--- config.mk ---
export PLATFORM = sky130hd
export DESIGN_NAME = program_loader_flat
export DESIGN_NICKNAME = d
export VERILOG_FILES = /design/src/rtl/mips_pkg.sv /design/src/rtl/program_loader_if.sv /design/src/rtl/word_assembler.sv /design/src/rtl/program_loader.sv /design/src/flat_wrapper.sv
export SDC_FILE = /design/constraint.sdc
export NUM_CORES = 1
export LEC_CHECK = 0
export CAP_MARGIN = 10
export CORE_MARGIN = 3
export CORE_UTILIZATION = 52
export DETAILED_ROUTE_END_ITERATION = 6
export PLACE_DENSITY = 0.78
export SLEW_MARGIN = 20
export SYNTH_ARGS = -nofsm -noshare
export SYNTH_HDL_FRONTEND = slang
export SYNTH_HIERARCHICAL = 1
export SYNTH_SLANG_ARGS = --single-unit
--- constraint.sdc ---
create_clock -name clk -period 2.4 [get_ports clk]
set_input_delay 0.24 -clock clk [delete_from_list [all_inputs] [get_ports clk]]
set_output_delay 0.24 -clock clk [all_outputs]
set_load 0.02 [all_outputs]
--- src/rtl/mips_pkg.sv ---
// Shared definitions for the instruction-memory program loader.
package mips_pkg;

    localparam int unsigned INSTR_LEN = 32;
    localparam int unsigned BYTES_PER_WORD = INSTR_LEN / 8;
    localparam logic [INSTR_LEN-1:0] HALT_WORD_DEFAULT = 32'hFFFF_FFFF;

    typedef enum logic [1:0] {
        IDLE  = 2'd0,
        LOAD  = 2'd1,
        WRITE = 2'd2,
        DONE  = 2'd3
    } loader_state_t;

endpackage

--- src/rtl/program_loader_if.sv ---
// Byte stream in from the UART receiver and word write bus out to instruction memory.
interface program_loader_if
    import mips_pkg::*;
#(
    parameter int unsigned LEN    = INSTR_LEN,
    parameter int unsigned ADDR_W = 10
);
    logic [7:0]        in_rx_data;
    logic              in_rx_done;
    logic              out_wr_en;
    logic [ADDR_W-1:0] out_wr_addr;
    logic [LEN-1:0]    out_wr_data;

    modport master (
        input  in_rx_data,
        input  in_rx_done,
        output out_wr_en,
        output out_wr_addr,
        output out_wr_data
    );

    modport slave (
        output in_rx_data,
        output in_rx_done,
        input  out_wr_en,
        input  out_wr_addr,
        input  out_wr_data
    );
endinterface

--- src/rtl/word_assembler.sv ---
// Shifts received bytes MSB-first into a word; flags the byte that completes it.
// LEN must be a multiple of 8 and at least 16.
module word_assembler #(
    parameter int unsigned LEN = 32
) (
    input  logic           clk,
    input  logic           reset,
    input  logic [7:0]     i_byte,
    input  logic           i_strobe,
    input  logic           i_clear,
    output logic [LEN-1:0] o_word_c,
    output logic           o_word_valid_c
);
    localparam int unsigned BPW   = LEN / 8;
    localparam int unsigned CNT_W = $clog2(BPW + 1);

    logic [LEN-9:0]   r_shift;
    logic [CNT_W-1:0] r_cnt;
    logic             w_last;

    assign w_last         = (r_cnt == CNT_W'(BPW - 1));
    assign o_word_c       = {r_shift, i_byte};
    // Clear takes priority: a byte arriving with clear is dropped.
    assign o_word_valid_c = i_strobe & ~i_clear & w_last;

    always_ff @(posedge clk) begin
        if (!reset || i_clear) begin
            r_shift <= '0;
            r_cnt   <= '0;
        end else if (i_strobe) begin
            r_shift <= o_word_c[LEN-9:0];
            r_cnt   <= w_last ? '0 : r_cnt + CNT_W'(1);
        end
    end
endmodule

--- src/rtl/program_loader.sv ---
// Loads a program byte stream into instruction memory and holds the CPU off until it completes.
module program_loader
    import mips_pkg::*;
#(
    parameter int unsigned    LEN       = INSTR_LEN,
    parameter int unsigned    ADDR_W    = 10,
    parameter logic [LEN-1:0] HALT_WORD = LEN'(HALT_WORD_DEFAULT)
) (
    input  logic                clk,
    input  logic                reset,
    input  logic                in_start,
    program_loader_if.master    bus,
    output logic                out_busy,
    output logic                out_done,
    output logic                out_overflow,
    output logic [ADDR_W:0]     out_word_count,
    output logic                out_cpu_enable
);
    localparam int unsigned CNT_W = ADDR_W + 1;
    localparam logic [ADDR_W-1:0] LAST_ADDR = '1;

    loader_state_t     r_state;
    logic [ADDR_W-1:0] r_addr;
    logic [LEN-1:0]    r_wr_data;
    logic              r_wr_en;
    logic              r_busy;
    logic              r_done;
    logic              r_overflow;
    logic              r_cpu_enable;
    logic [CNT_W-1:0]  r_word_count;

    logic              w_accept;
    logic              w_word_valid;
    logic [LEN-1:0]    w_word;

    // Bytes arriving during WRITE start the next word, so none are lost at full rate.
    assign w_accept = bus.in_rx_done & ((r_state == LOAD) | (r_state == WRITE));

    word_assembler #(.LEN(LEN)) u_word_assembler (
        .clk            (clk),
        .reset          (reset),
        .i_byte         (bus.in_rx_data),
        .i_strobe       (w_accept),
        .i_clear        (in_start),
        .o_word_c       (w_word),
        .o_word_valid_c (w_word_valid)
    );

    always_ff @(posedge clk) begin
        if (!reset) begin
            r_state      <= IDLE;
            r_addr       <= '0;
            r_wr_data    <= '0;
            r_wr_en      <= 1'b0;
            r_busy       <= 1'b0;
            r_done       <= 1'b0;
            r_overflow   <= 1'b0;
            r_cpu_enable <= 1'b0;
            r_word_count <= '0;
        end else begin
            r_wr_en <= 1'b0;
            // Start restarts from any state; a strobe already on the bus this cycle still completes.
            if (in_start) begin
                r_state      <= LOAD;
                r_addr       <= '0;
                r_word_count <= '0;
                r_overflow   <= 1'b0;
                r_done       <= 1'b0;
                r_cpu_enable <= 1'b0;
                r_busy       <= 1'b1;
            end else begin
                case (r_state)
                    LOAD: begin
                        if (w_word_valid) begin
                            r_wr_data <= w_word;
                            r_wr_en   <= 1'b1;
                            r_busy    <= 1'b0;
                            r_state   <= WRITE;
                        end
                    end
                    WRITE: begin
                        r_word_count <= r_word_count + CNT_W'(1);
                        if (r_wr_data == HALT_WORD) begin
                            r_state      <= DONE;
                            r_done       <= 1'b1;
                            r_cpu_enable <= 1'b1;
                        end else if (r_addr == LAST_ADDR) begin
                            r_state    <= DONE;
                            r_done     <= 1'b1;
                            r_overflow <= 1'b1;
                        end else begin
                            r_addr  <= r_addr + ADDR_W'(1);
                            r_busy  <= 1'b1;
                            r_state <= LOAD;
                        end
                    end
                    default: ;
                endcase
            end
        end
    end

    assign bus.out_wr_en   = r_wr_en;
    assign bus.out_wr_addr = r_addr;
    assign bus.out_wr_data = r_wr_data;
    assign out_busy        = r_busy;
    assign out_done        = r_done;
    assign out_overflow    = r_overflow;
    assign out_word_count  = r_word_count;
    assign out_cpu_enable  = r_cpu_enable;
endmodule

--- src/flat_wrapper.sv ---
// flat-port wrapper written by rule: the top's interface ports become plain ports
module program_loader_flat import mips_pkg::*;
#(
    parameter int unsigned    LEN       = INSTR_LEN,
    parameter int unsigned    ADDR_W    = 10,
    parameter logic [LEN-1:0] HALT_WORD = LEN'(HALT_WORD_DEFAULT)
)
  (clk, reset, in_start, out_busy, out_done, out_overflow, out_word_count, out_cpu_enable, bus_in_rx_data, bus_in_rx_done, bus_out_wr_en, bus_out_wr_addr, bus_out_wr_data);
  program_loader_if #(.LEN(LEN), .ADDR_W(ADDR_W)) bus_i ();
  input  logic clk;
  input  logic reset;
  input  logic in_start;
  output logic out_busy;
  output logic out_done;
  output logic out_overflow;
  output logic [ADDR_W:0] out_word_count;
  output logic out_cpu_enable;
  input wire logic [$bits(bus_i.in_rx_data)-1:0] bus_in_rx_data;
  input wire logic [$bits(bus_i.in_rx_done)-1:0] bus_in_rx_done;
  output wire logic [$bits(bus_i.out_wr_en)-1:0] bus_out_wr_en;
  output wire logic [$bits(bus_i.out_wr_addr)-1:0] bus_out_wr_addr;
  output wire logic [$bits(bus_i.out_wr_data)-1:0] bus_out_wr_data;
  assign bus_i.in_rx_data = bus_in_rx_data;
  assign bus_i.in_rx_done = bus_in_rx_done;
  assign bus_out_wr_en = bus_i.out_wr_en;
  assign bus_out_wr_addr = bus_i.out_wr_addr;
  assign bus_out_wr_data = bus_i.out_wr_data;
  program_loader #(.LEN(LEN), .ADDR_W(ADDR_W), .HALT_WORD(HALT_WORD)) u_core (.clk(clk), .reset(reset), .in_start(in_start), .bus(bus_i), .out_busy(out_busy), .out_done(out_done), .out_overflow(out_overflow), .out_word_count(out_word_count), .out_cpu_enable(out_cpu_enable));
endmodule
# After elaboration in Yosys (flattened, before gate mapping)
# Cells that the tools add are included.
# W data, S select, Z words.
# op_classes
n_eq_ne,9
n_mux,14
bitwise_logic,9
addsub,3
n_reduce_logical,15
# ops
operator,count
$eq A32 B32 Y1 const B,1
$add A11 B1 Y11 const B,1
$add A10 B1 Y10 const B,1
$eq A10 B10 Y1 const B,1
$ne A3 B3 Y1 const B,3
$reduce_and A3 Y1,3
$mux W1,8
$reduce_and A2 Y1,4
$mux W2,3
$not A1 Y1,5
$pmux W2 S2,1
$reduce_and A4 Y1,1
$reduce_bool A2 Y1,2
$add A3 B1 Y3 const B,1
$and A1 B1 Y1,3
$eq A3 B2 Y1 const B,1
$mux W3,1
$reduce_bool A3 Y1,1
$reduce_or A3 Y1,1
$eq A2 B1 Y1 const B,1
$eq A2 B2 Y1 const B,1
$ne A2 B2 Y1 const B,1
$pmux W1 S2,1
$reduce_or A2 Y1,1
other kinds (3),3
# word_totals
output_inout_bits,58
inputBits,12
ff_bits,87

# Depth between registers and ports, before layout
# Gate-level depths: netlist of the first run.
# logic_depth
depth_word,8
depth_mapped,12

# Modules after synthesis
# The synthesis of the first run kept the hierarchy.
# modules_own_cells
module,n_inst,cells_per_inst,area_each_um2
program_loader,1,301,2582.5
word_assembler,1,100,1092.3

# Worst setup path before layout of the first run
# OpenSTA, ideal clock, no wires.
# synth_path
kind,register -> register
startpoint,reg u_core.r_state[0]
endpoint,reg u_core.r_wr_data[10] (netlist: u_core/bus.out_wr_data[10])
n_path_buf,2
t_arrival_ns,2.021
required_ns,2.330
stages_incl_launch_ff,12
setup_slack_ns,0.309
setup_time_ns,0.070
path_cell_list,dfxtp_1 -> inv_1 -> ha_1 -> nor2b_1 -> buf_6 -> nand2_1 -> nor3_1 -> nand2_1 -> nor2_1 -> clkbuf_1 -> nand2_1 -> a21boi_1
# synth_between
elab_chain_cells,6
elab_cells_between_ends,7
classes_between,2 x eq/ne; 4 x bitwise; 1 x reduce/logical
# synth_lines
element,line,text
from (decl),program_loader.sv:22,loader_state_t r_state;
from (signal assigned),program_loader.sv:51,r_state <= IDLE;
from (signal assigned),program_loader.sv:64,r_state <= LOAD;
from (signal assigned),program_loader.sv:78,r_state <= WRITE;
$eq A2 B1 Y1 or $eq A2 B2 Y1 (tied branches),program_loader.sv:37,assign w_accept = bus.in_rx_done & ((r_state == LOAD) | (r_state == WRITE));
$or A1 B1 Y1 (*),program_loader.sv:37,
$and A1 B1 Y1 (*),program_loader.sv:37,
via u_core.w_accept,program_loader.sv:32,logic w_accept;
$and A1 B1 Y1 (*) (2 in series),word_assembler.sv:24,assign o_word_valid_c = i_strobe & ~i_clear & w_last;
via u_core.w_word_valid,program_loader.sv:33,logic w_word_valid;
$reduce_and A3 Y1 (no line) (*),--,
to (signal assigned),program_loader.sv:75,r_wr_data <= w_word;
to (decl),program_loader.sv:24,logic [LEN-1:0] r_wr_data;
# The timed path passes the listed nets; every way through them passes the cells marked *.
# A chain may end at the register's enable or synchronous reset.

# Worst setup path in the final report of the first run
# layout_path
startpoint,reg u_core.r_state[0]
endpoint,reg u_core.r_wr_data[8] (netlist: u_core/bus.out_wr_data[8])
# The elaborated chain is that of the path after synthesis.

==> results of run 1 <==
## power groups by stage
stage,logic (uW),clock network [uW],registers (uW)
2_1_floorplan,85.7,0,1490
3_3_place_gp,104,0,1490
3_5_place_dp,105,0,1490
4_1_cts,106,1250,1450
5_1_grt,115,1310,1450
6_report,106,1230,1450
## per-stage QoR
| stage | hold slack [ns] | cells |
|---|---|---|
| 2_1_floorplan | 0.3638 | 401 |
| 3_3_place_gp | 0.4349 | 543 |
| 3_5_place_dp | 0.4434 | 543 |
| 4_1_cts | 0.4523 | 559 |
| 5_1_grt | 0.4713 | 559 |
| 6_report | 0.4537 | 559 |
## registers in the layout (all words and copies together) (netlist names), 2 cells and up
| register | cells |
|---|---|
| u_core/bus.out_wr_data | 32 |
| u_core/bus.out_wr_addr | 10 |
| u_core/r_state | 2 |
| u_core/u_word_assembler/r_cnt | 3 |
| u_core/u_word_assembler/r_shift | 24 |
| u_core/out_word_count | 11 |
## area by class of cell
class	instances	area [um^2]
clock buffers	9	123.9
clock inverters	7	120.1
fillers	567	2243
inverters	6	22.52
multi-input cells	277	1697
flip-flops and latches	87	1742
well taps	96	120.1
repair buffers	77	763.2
## worst paths after layout
| kind | to | depth (start not counted) |
|---|---|---|
| setup reg to reg | u_core/bus.out_wr_data[8] | 10 |
| setup / recovery | u_core/bus.out_wr_data[8] | 10 |
| hold / removal | u_core/bus.out_wr_data[26] | 2 |
| hold reg to reg | u_core/bus.out_wr_data[26] | 2 |
## critical path, delay by kind of cell, from the launching register on
family	cells	cell delay (ns)
fa+ha+maj	1	0.30
compound gates	1	0.07
buf+inv	2	0.30
simple gates	6	0.94
flops	1	0.38
## cell families (layout without fill, tap and decap cells)
family                   after synthesis  count (layout)  share of synthesized area, %
AND/OR/NAND/NOR                      173             173                         22.37
multiplexers                          29              29                         7.899
XOR/XNOR                               9               9                         2.145
adder cells (fa/ha/maj)                5               5                         1.702
flip-flops                            87              87                         47.40
buffers and inverters                 37              99                         6.571
AO/OA/AOI/OAI                         61              61                         11.92
## Yosys cell counts (all sizes together)
cell type,count
dfxtp,87
nand2,81
nor2,45
a21boi,32
mux2i,29
buf,17
nand4,16
clkbuf,14
a21oi,12
nand2b,8
xor2,7
and3,6
inv,6
o21ai,6
ha,5
a31o,4
and2,3
nand3,3
nor3,2
nor4,2
or3,2
xnor2,2
a211oi,1
a31oi,1
and2b,1
and4b,1
nand3b,1
nor2b,1
o21a,1
o21bai,1
o311a,1
o311ai,1
o41ai,1
or2,1
## per-layer routing
metal,part of all wire (%),global-route usage (%),routed length (um),vias to the layer above
met3,5.4,6.360,427,14
met5,0,0,0,-
met2,49,34.85,3875,90
met4,1.6,6.760,127,0
li1,-,-,-,1458
met1,44,23.24,3458,1402
==> results.txt, run 1 <==
----------------------------------------------------
[Outcome]
  Status ... completed

[Global route]
  First-pass GRT wire length ... 13240 um
  Total track usage ... around 20%
  Overall overflow remaining after global route ... 0
  Largest net degree at the start of global routing ... 34
  Number of global-route vias before repair ... around 2800
  Number of antenna violations at the first check in global routing ... 0

[Cells and area]
  Final design utilization ... between 60% and 70%
  Top library cells by usage in the layout, fill and taps aside ... 87 x dfxtp_1, 81 x nand2_1, 69 x clkdlybuf4s50_1, 44 x nor2_1, 32 x a21boi_1
  Post-route cell area ... around 4600 um^2
  Share of cells above drive strength 1 ... roughly 8%
  Area delta synth->final ... 24.86%
  Count of antenna diodes in the layout ... 0
  Leading cell type in the layout, fill and taps excluded ... dfxtp_1
  Final nets ... ~480

[CTS]
  CTS Buffer Depth ... 2
  Post-CTS setup buffers ... 0
  Cts repair resizes ... 0
  Count of hold buffers inserted by post-cts repair ... 0
  Inserted Clock Buffers ... 9
  Clock latency on the worst-skew pair ... around 0.36 ns
  H-tree lvl count ... 3
  Clk Tree Root Cell ... clkbuf_8
  Clock tree from TritonCTS ... built
  Clock transition at path regs ... about 0.090 ns
  Num Clock Sinks ... slightly below 90

[Worst setup path]
  Reg2reg setup slack ... 0.29 ns
  Cell with the biggest individual delay on the critical path ... dfxtp_1
  Capturing element type of the critical path ... flip-flop
  Critical Path Max Stage Delay ... 0.38 ns
  Origin of the critical flop-to-flop path ... u_core/r_state[0]
  Required time at the worst-slack endpoint ... 2.65 ns
  Signal arrival time at the worst endpoint ... ~2.4 ns
  Worst Setup Path Type ... flip-flop to flip-flop
  Startpoint class of the critical path ... flip-flop
  Worst Setup SP ... u_core/r_state[0]
  Ordered cell list for the critical path ... inv_1 > ha_1 > nor2b_2 > nand2_1 > nor3_1 > nand2_1 > or2_1 > buf_4 > nand2_1 > a21boi_1
  Max FO, Critical Path ... 32
  Most common cell type on the critical path ... nand2_1

[Floorplan]
  Die X-Extent ... about 90 um
  Number of primary I/O pins ... 70
  Initial Util ... between 50% and 60%
  Die H ... about 90 um
  Area of the core region ... 6832 um^2
  Core Rows ... 30
  Area of the die ... 8112 um^2

[Synth]
  Library cell occupying the most area in the post-synthesis netlist ... dfxtp_1
  Synthesis-stage register bit count ... 87
  Cell count after synthesis ... about 400
  Biggest area contributors in the synthesized netlist ... dfxtp_1 47%, nand2_1 8.3%, mux2i_1 7.9%, a21boi_1 6.5%, nor2_1 4.6%
  Synth unique cells ... 44
  Syn_nets ... between 400 and 500
  Syn. warnings ... 6
  Cell area after synthesis ... between 3000 and 4000 um^2
  Post-Syn Area per Cell ... 9.164 um^2
  Synth top area share ... a little under half
  Part of the Yosys area used for sequential elements ... a little under half

[Power]
  Leakage power figure ... approximately 0.0016 uW
  Relative contribution of the clock network to total power ... roughly 44%
  Maximum VDD drop ... 471.4 uV
  Fraction of power consumed by sequential logic ... 52.0%
  Pint ... 2193 uW
  Tot Pwr ... around 2800 uW
  Net Sw Frac ... 21.45%
  Part of the power in combinational logic ... 3.8%
  Net switching power ... around 600 uW
  PwrDens ... 608.5 nW/um^2

[Placed design]
  Placed cell area ... about 4300 um^2
  Number of buffers added on ports ... 69
  DPL Wire Length ... between 5000 and 6000 um
  Worst setup timing slack at the placement stage ... ~0.37 ns
  Routability Congestion ... 0.7675

[Detailed routing]
  Post-route antenna net violation count ... 0
  Total wire length ... 7888 um
  Via Count ... around 3000
  Wirelength per Cell ... about 14 um
  DRC violation count after routing ... 0
  Detail-routed via count per cell ... 5.302
  Detailed router's first-iteration violation count ... 146
  Count of TritonRoute iterations in the first routing pass ... 4

[Worst hold path]
  Hold crit path type ... flip-flop to flip-flop
  Min-delay src ... u_core/u_word_assembler/r_shift[18]

[STA]
  Final setup violation count ... 0
  Tcrit/Tclk final ... 87.81%
  Number of slew-limit violations in the final report ... 0
  Final period demand of the worst path ... roughly 2.1 ns
  Transition time of the tightest slew-check pin ... approximately 0.45 ns
  Crit path setup slack, layout ... just under 0.3 ns
  Setup Total Neg Slack ... 0 ns
  Hold Violations, Final ... 0
  Relative slew margins ... around 70%
  Setup repair after global routing missed its margin ... false
  Maximum clock rate ... around 470 MHz
  Largest clock skew in the final design ... 0.004442 ns

[Flow run]
  Max cap viols ... 0

----------------------------------------------------
(Power assumes the default switching activity.)
==> run 2: changes to the inputs <==
ABC_AREA = 1   (was default)
PLACE_DENSITY = 0.77   (was 0.78)
SKIP_LAST_GASP = 1   (was default)
==> run 2 against run 1 <==
Sequential share of layout area down 0.28 points. Critical path type unchanged. Combinational power down 13%. Wire length up 8.2%. Critical endpoint is now u_core/bus.out_wr_data[18].
==> results.txt, run 2 <==
----------------------------------------------------
[STA]
  Number of slew-limit violations in the final report ... 0 (unchanged)
  Maximum clock rate ... 511.2 MHz (was 474.5 MHz)
  Hold Violations, Final ... 0 (unchanged)
  Final setup violation count ... 0 (unchanged)
  Relative slew margins ... 57.17% (was 69.77%)
  Setup repair after global routing missed its margin ... false (unchanged)
  Largest clock skew in the final design ... 0.008567 ns (was 0.004442 ns)
  Final period demand of the worst path ... 1.956 ns (was 2.107 ns)
  Setup Total Neg Slack ... 0 ns (unchanged)
  Hold slack ... 0.4498 ns (was 0.4537 ns)
  Transition time of the tightest slew-check pin ... 0.6415 ns (was 0.4534 ns)
  Tcrit/Tclk final ... 81.51% (was 87.81%)

[Floorplan]
  Core Rows ... 30 (unchanged)
  Initial Util ... 54.90% (was 53.79%)
  Die H ... 91.63 um (was 90.07 um)
  Die X-Extent ... 91.63 um (was 90.07 um)
  Number of primary I/O pins ... 70 (unchanged)
  Area of the die ... 8395 um^2 (was 8112 um^2)
  Area of the core region ... 6944 um^2 (was 6832 um^2)

[CTS]
  Cts repair resizes ... 0 (unchanged)
  CTS Buffer Depth ... 2 (unchanged)
  Clock transition at path regs ... 0.08 ns (was 0.09 ns)
  Clk Tree Root Cell ... clkbuf_8 (unchanged)
  Count of hold buffers inserted by post-cts repair ... 0 (unchanged)
  Num Clock Sinks ... 87 (unchanged)
  Post-CTS setup buffers ... 0 (unchanged)
  Clock latency on the worst-skew pair ... 0.35 ns (was 0.36 ns)
  Inserted Clock Buffers ... 9 (unchanged)
  H-tree lvl count ... 3 (unchanged)
  Clock tree from TritonCTS ... built (unchanged)

[Synth]
  Post-Syn Area per Cell ... 7.403 um^2 (was 9.164 um^2)
  Cell count after synthesis ... 515 (was 401)
  Synth unique cells ... 33 (was 44)
  Syn_nets ... 532 (was 418)
  Post-synth EDFFs ... 0 (unchanged)
  Synth top area share ... 45.68% (was 47.40%)
  Ys async rst share ... 0% (unchanged)
  Main flop type after synthesis ... dfxtp_1 (unchanged)
  Biggest area contributors in the synthesized netlist ... dfxtp_1 46%, nand2_1 12%, nor2_1 10%, o21ai_0 5.4%, a21oi_2 4.6% (was dfxtp_1 47%, nand2_1 8.3%, mux2i_1 7.9%, a21boi_1 6.5%, nor2_1 4.6%)
  Library cell occupying the most area in the post-synthesis netlist ... dfxtp_1 (unchanged)
  Cell area after synthesis ... 3812 um^2 (was 3675 um^2)
  Leading post-synthesis cells by instance count ... 126 x nand2_1, 105 x nor2_1, 87 x dfxtp_1 (was 87 x dfxtp_1, 81 x nand2_1, 45 x nor2_1)
  Library cell with the highest instance count after synthesis ... nand2_1 (was dfxtp_1)
  Part of the Yosys area used for sequential elements ... 45.68% (was 47.40%)
  Synthesis-stage register bit count ... 87 (unchanged)
  Syn. warnings ... 6 (unchanged)

[Global route]
  Number of antenna violations at the first check in global routing ... 0 (unchanged)
  Largest net degree at the start of global routing ... 34 (unchanged)
  First-pass GRT wire length ... 13980 um (was 13240 um)
  Total track usage ... 20.46% (was 20.04%)
  Overall overflow remaining after global route ... 0 (unchanged)
  Number of global-route vias before repair ... 2977 (was 2832)

[Worst setup path]
  Origin of the critical flop-to-flop path ... u_core/r_state[0] (unchanged)
  Max FO, Critical Path ... 32 (unchanged)
  Reg2reg setup slack ... 0.44 ns (was 0.29 ns)
  Startpoint class of the critical path ... flip-flop (unchanged)
  Required time at the worst-slack endpoint ... 2.68 ns (was 2.65 ns)
  Count of cells along the worst register-to-register path ... 10 (unchanged)
  Capturing element type of the critical path ... flip-flop (unchanged)
  Signal arrival time at the worst endpoint ... 2.24 ns (was 2.36 ns)
  Reg-to-Reg End ... u_core/bus.out_wr_data[18] (was u_core/bus.out_wr_data[8])
  Worst Setup Path Type ... flip-flop to flip-flop (unchanged)

[Detailed routing]
  Detailed router's first-iteration violation count ... 221 (was 146)
  Post-route antenna net violation count ... 0 (unchanged)
  Detail-routed via count per cell ... 5.139 (was 5.302)
  Via Count ... 3433 (was 2964)
  Wirelength per Cell ... 12.77 um (was 14.11 um)
  Count of TritonRoute iterations in the first routing pass ... 5 (was 4)
  DRC violation count after routing ... 0 (unchanged)
  Total wire length ... 8533 um (was 7888 um)

[Power]
  Maximum VDD drop ... 251.1 uV (was 471.4 uV)
  Leakage power figure ... 0.001703 uW (was 0.001626 uW)
  Tot Pwr ... 2481 uW (was 2792 uW)
  PwrDens ... 536.7 nW/um^2 (was 608.5 nW/um^2)

[Placed design]
  Number of buffers added on ports ... 69 (unchanged)
  Routability Congestion ... 0.8279 (was 0.7675)
  Placed cell area ... 4456 um^2 (was 4344 um^2)
  DPL Wire Length ... 5748 um (was 5336 um)

[Outcome]
  Status ... completed (unchanged)

[Worst hold path]
  Hold Path Stages ... 1 (was 2)
  Hold crit path type ... flip-flop to flip-flop (unchanged)
  Min-delay src ... u_core/out_word_count[10] (was u_core/u_word_assembler/r_shift[18])
  End of the worst hold path ... u_core/out_word_count[10] (was u_core/bus.out_wr_data[26])

[Cells and area]
  Leading cell type in the layout, fill and taps excluded ... nand2_1 (was dfxtp_1)
  Count of antenna diodes in the layout ... 0 (unchanged)
  Area used by sequential logic in the layout ... 1742 um^2 (unchanged)
  Area delta synth->final ... 21.23% (was 24.86%)
  Top library cells by usage in the layout, fill and taps aside ... 126 x nand2_1, 104 x nor2_1, 87 x dfxtp_1, 69 x clkdlybuf4s50_1, 41 x o21ai_0 (was 87 x dfxtp_1, 81 x nand2_1, 69 x clkdlybuf4s50_1, 44 x nor2_1, 32 x a21boi_1)
  Post-route cell area ... 4622 um^2 (was 4588 um^2)
  Footprint of the multi-input gates ... 1757 um^2 (was 1697 um^2)
  Final nets ... 587 (was 475)
  Number of flip-flops under the largest register name ... 32 (unchanged)
  Share of cells above drive strength 1 ... 8.566% (was 7.991%)
  FILL cells ... 636 (was 567)

[Flow run]
  Max cap viols ... 0 (unchanged)

----------------------------------------------------
==> run 2: cell types whose count changed after synthesis, sizes merged, moves of 23 or more <==
cell    previous run  this run
mux2i             29         0
nor2              45       108
o21ai              6        44
a21boi            32         0
nand2             81       128
inv                6        29
a21oi             12        46
==> run 2: how the worst max path moves through the flow <==
stage	from	depth (start not counted)	slack, ns	to
global placement	bus_in_rx_done	10	0.49	u_core/bus.out_wr_data[7]
finish	u_core/r_state[0]	10	0.44	u_core/bus.out_wr_data[18]
floorplan	u_core/r_state[0]	12	0.35	u_core/bus.out_wr_data[14]
detailed placement	bus_in_rx_done	10	0.41	u_core/bus.out_wr_data[18]
CTS	u_core/r_state[0]	10	0.44	u_core/bus.out_wr_data[18]
global route	u_core/r_state[0]	10	0.15	u_core/bus.out_wr_data[18]
==> run 2: layout make-up <==
type,count,share of cell area [%]
Tap cell,96,2.599
Inverter,29,2.355
Clock buffer,11,2.842
Timing Repair Buffer,74,15.76
Multi-Input combinational cell,369,38.01
Clock inverter,2,0.7580
Sequential cell,87,37.68
==> run 2: cell families after synthesis <==
kind of cell,Yosys count,share of synthesized area [%]
AO/OA/AOI/OAI,94,14.54
XOR/XNOR,4,0.9191
adder cells (fa/ha/maj),5,1.641
buffers and inverters,59,8.303
flip-flops,87,45.68
AND/OR/NAND/NOR,266,28.91
==> run 2: metrics by stage <==
| step | instances | setup WS, ns | util [%] |
|---|---|---|---|
| floorplan | 515 | 0.3535 | - |
| global route | 668 | 0.1522 | 66.56 |
| global placement | 655 | 0.4904 | 64.16 |
| finish | 668 | 0.4437 | 66.56 |
| detailed placement | 655 | 0.4052 | 64.16 |
| CTS | 668 | 0.4378 | 66.56 |
==> run 2: per-layer routing <==
layer	part of all wire [%]	track usage, %
met2	44	31.22
met1	49	28.65
met5	0	0
met3	5.5	3.035
met4	1.7	9.045
==> run 2: power breakdown <==
part | switching (uW) | internal (uW) | leakage, uW | total, uW
Sequential | 3.98 | 1450 | 0.000701 | 1450
Clock | 473 | 464 | 0.0000851 | 937
Combinational | 57.8 | 34.1 | 0.000917 | 91.9
Total | 535 | 1950 | 0.00170 | 2480
==> run 2: critical path, stage by stage, from the launching register on <==
cell	delay [ns]
dfxtp_1	0.34
inv_1	0.06
ha_1	0.30
nor2_2	0.12
nand2_1	0.07
nor3_1	0.14
nand2_1	0.12
nor2_1	0.16
buf_4	0.32
o21ai_0	0.15
nor2_1	0.13
==> run 3: changes to the inputs <==
CORE_UTILIZATION = 47   (was 52)
PLACE_DENSITY = 0.74   (was 0.77)
clock period = 1.7 ns   (was 2.4 ns; I/O delays follow)
==> run 3 against run 2 <==
Critical path depth rose by 1. Total power is 53% higher. Hold slack got worse by 0.029 ns. Clock power increased by 70%. Register-to-register slack lost 0.40 ns. Setup slack worse by 0.40 ns. Cell count increased by 3.7%. Sequential share of layout area down 2.3 points. Core utilization down 3.4 points. Global-route usage shrank 0.66 points. Critical path type unchanged. Largest cell class unchanged.
==> results.txt, run 3 (synthesized netlist as in run 2, its figures left out) <==
----------------------------------------------------
[Outcome]
  Status ... completed (unchanged)

[Placed design]
  DPL Wire Length ... 6125 um (was 5748 um)
  Routability Congestion ... 0.8512 (was 0.8279)
  Number of buffers added on ports ... 69 (unchanged)
  Cell count after placement ... 677 (was 655)
  Placed cell area ... 4636 um^2 (was 4456 um^2)
  Worst setup timing slack at the placement stage ... -0.1850 ns (was 0.4052 ns)

[Global route]
  First-pass GRT wire length ... 14480 um (was 13980 um)
  Global route hottest layer ... met2 (unchanged)
  Largest net degree at the start of global routing ... 33 (was 34)
  Number of global-route vias before repair ... 3173 (was 2977)
  Total track usage ... 19.80% (was 20.46%)
  Global-route track usage on met3 ... 3.518% (was 3.035%)
  Overall overflow remaining after global route ... 0 (unchanged)
  Met1 routing resource usage after global routing ... 27.58% (was 28.65%)
  Met2 routing resource usage after global routing ... 30.13% (was 31.22%)
  Number of antenna violations at the first check in global routing ... 0 (unchanged)

[Floorplan]
  Core Rows ... 32 (was 30)
  Die X-Extent ... 96.07 um (was 91.63 um)
  Initial Util ... 48.83% (was 54.90%)
  Die H ... 96.07 um (was 91.63 um)
  Area of the core region ... 7807 um^2 (was 6944 um^2)
  Area of the die ... 9228 um^2 (was 8395 um^2)
  Number of primary I/O pins ... 70 (unchanged)

[Detailed routing]
  Total wire length ... 8784 um (was 8533 um)
  Count of TritonRoute iterations in the first routing pass ... 5 (unchanged)
  Detailed router's first-iteration violation count ... 173 (was 221)
  DRC violation count after routing ... 0 (unchanged)
  Wirelength per Cell ... 12.68 um (was 12.77 um)
  Detail-routed via count per cell ... 5.007 (was 5.139)
  Post-route antenna net violation count ... 0 (unchanged)
  Via Count ... 3470 (was 3433)

[Cells and area]
  Count of antenna diodes in the layout ... 0 (unchanged)
  Top library cells by usage in the layout, fill and taps aside ... 124 x nand2_1, 92 x nor2_1, 85 x dfxtp_1, 69 x clkdlybuf4s50_1, 41 x o21ai_0 (was 126 x nand2_1, 104 x nor2_1, 87 x dfxtp_1, 69 x clkdlybuf4s50_1, 41 x o21ai_0)
  Leading cell type in the layout, fill and taps excluded ... nand2_1 (unchanged)
  Post-route cell area ... 4927 um^2 (was 4622 um^2)
  Area delta synth->final ... 29.24% (was 21.23%)
  Final nets ... 603 (was 587)
  Share of cells above drive strength 1 ... 15.06% (was 8.566%)
  Non-Filler Instances ... 693 (was 668)
  Number of flip-flops under the largest register name ... 32 (unchanged)

[STA]
  Largest clock skew in the final design ... 0.01167 ns (was 0.008567 ns)
  Relative slew margins ... 72.37% (was 57.17%)
  Hold Violations, Final ... 0 (unchanged)
  Transition time of the tightest slew-check pin ... 0.4140 ns (was 0.6415 ns)
  Final period demand of the worst path ... 1.655 ns (was 1.956 ns)
  Number of slew-limit violations in the final report ... 0 (unchanged)
  Crit path setup slack, layout ... 0.04504 ns (was 0.4437 ns)
  Setup Total Neg Slack ... 0 ns (unchanged)
  Maximum clock rate ... 604.2 MHz (was 511.2 MHz)
  Final setup violation count ... 0 (unchanged)
  Setup repair after global routing missed its margin ... true (was false)
  Tcrit/Tclk final ... 97.35% (was 81.51%)

[Worst setup path]
  Required time at the worst-slack endpoint ... 1.95 ns (was 2.68 ns)
  Signal arrival time at the worst endpoint ... 1.90 ns (was 2.24 ns)
  Capturing element type of the critical path ... flip-flop (unchanged)
  Worst Setup Path Type ... flip-flop to flip-flop (unchanged)
  Startpoint class of the critical path ... flip-flop (unchanged)
  Max FO, Critical Path ... 7 (was 32)

[CTS]
  CTS Buffer Depth ... 2 (unchanged)
  Inserted Clock Buffers ... 9 (unchanged)
  Clock transition at path regs ... 0.08 ns (about the same)
  Clk Tree Root Cell ... clkbuf_8 (unchanged)
  Clock latency on the worst-skew pair ... 0.36 ns (was 0.35 ns)
  H-tree lvl count ... 3 (unchanged)
  Num Clock Sinks ... 87 (unchanged)
  Clock tree from TritonCTS ... built (unchanged)

[Worst hold path]
  Hold crit path type ... primary input to flip-flop (was flip-flop to flip-flop)

[Power]
  PwrDens ... 768.9 nW/um^2 (was 536.7 nW/um^2)
  Leakage power figure ... 0.001823 uW (was 0.001703 uW)
  Maximum VDD drop ... 393.7 uV (was 251.1 uV)

[Flow run]
  Max cap viols ... 0 (unchanged)

----------------------------------------------------
[run 3: cell types whose count changed in the layout (fill, tap and decap cells not counted), sizes merged]
cell | previous run | this run
clkinvlp | 0 | 1
bufinv | 1 | 2
buf | 5 | 21
clkinv | 1 | 2
[run 3: critical path: stages, from the launching register on]
cell and delay [ns]:
dfxtp_2 0.35, inv_2 0.05, ha_4 0.21, nor2_4 0.10
nand2_4 0.06, nor3_4 0.11, nand2_2 0.09, nor2_4 0.18
inv_4 0.08, buf_4 0.16, nor2_1 0.10, nor2_1 0.05
[run 3: stage by stage]
stage,utilization [%],total power [uW],hold slack (ns)
after floorplan,-,2204,0.2990
after global placement,59.38,2242,0.4362
after detailed placement,59.38,2244,0.4400
after CTS,62.32,3810,0.4195
after global routing,63.11,3907,0.4344
final,63.11,3789,0.4205
[run 3: metal layers]
metal	part of all wire (%)	wire length [um]
met5	0	0
met4	1.5	134
met3	4.7	417
met2	45	3925
met1	49	4307
[run 3: layout make-up]
type,count,area (um^2)
Fill cell,719,2880
Multi-Input combinational cell,369,1839
Sequential cell,87,1744
Timing Repair Buffer,90,879.6
Clock buffer,11,141.4
Tap cell,102,127.6
Inverter,29,113.9
Clock inverter,5,81.33
[run 3: path summary, 6_finish.rpt]
kind	from	to	slack, ns	depth (start not counted)
hold / removal	bus_in_rx_data[7]	u_core/u_word_assembler/r_shift[7]	0.42	3
hold reg to reg	u_core/out_word_count[10]	u_core/out_word_count[10]	0.45	1
setup reg to reg	u_core/r_state[0]	u_core/bus.out_wr_data[27]	0.05	11
setup / recovery	u_core/r_state[0]	u_core/bus.out_wr_data[27]	0.05	11
[run 3: power by group]
part / internal [uW] / switching (uW) / leakage, uW / total, uW
Clock: 868 / 720 / 0.000110 / 1590
Combinational: 58.3 / 90.8 / 0.00101 / 149
Sequential: 2040 / 7.04 / 0.000702 / 2050
[run 3: timing repair]
action / CTS / global route
hold buffers: 0 / 0
buffers inserted: 0 / 0
pin swaps: 2 / 3
setup endpoints to repair: 8 / 41
gates resized for setup: 2 / 21
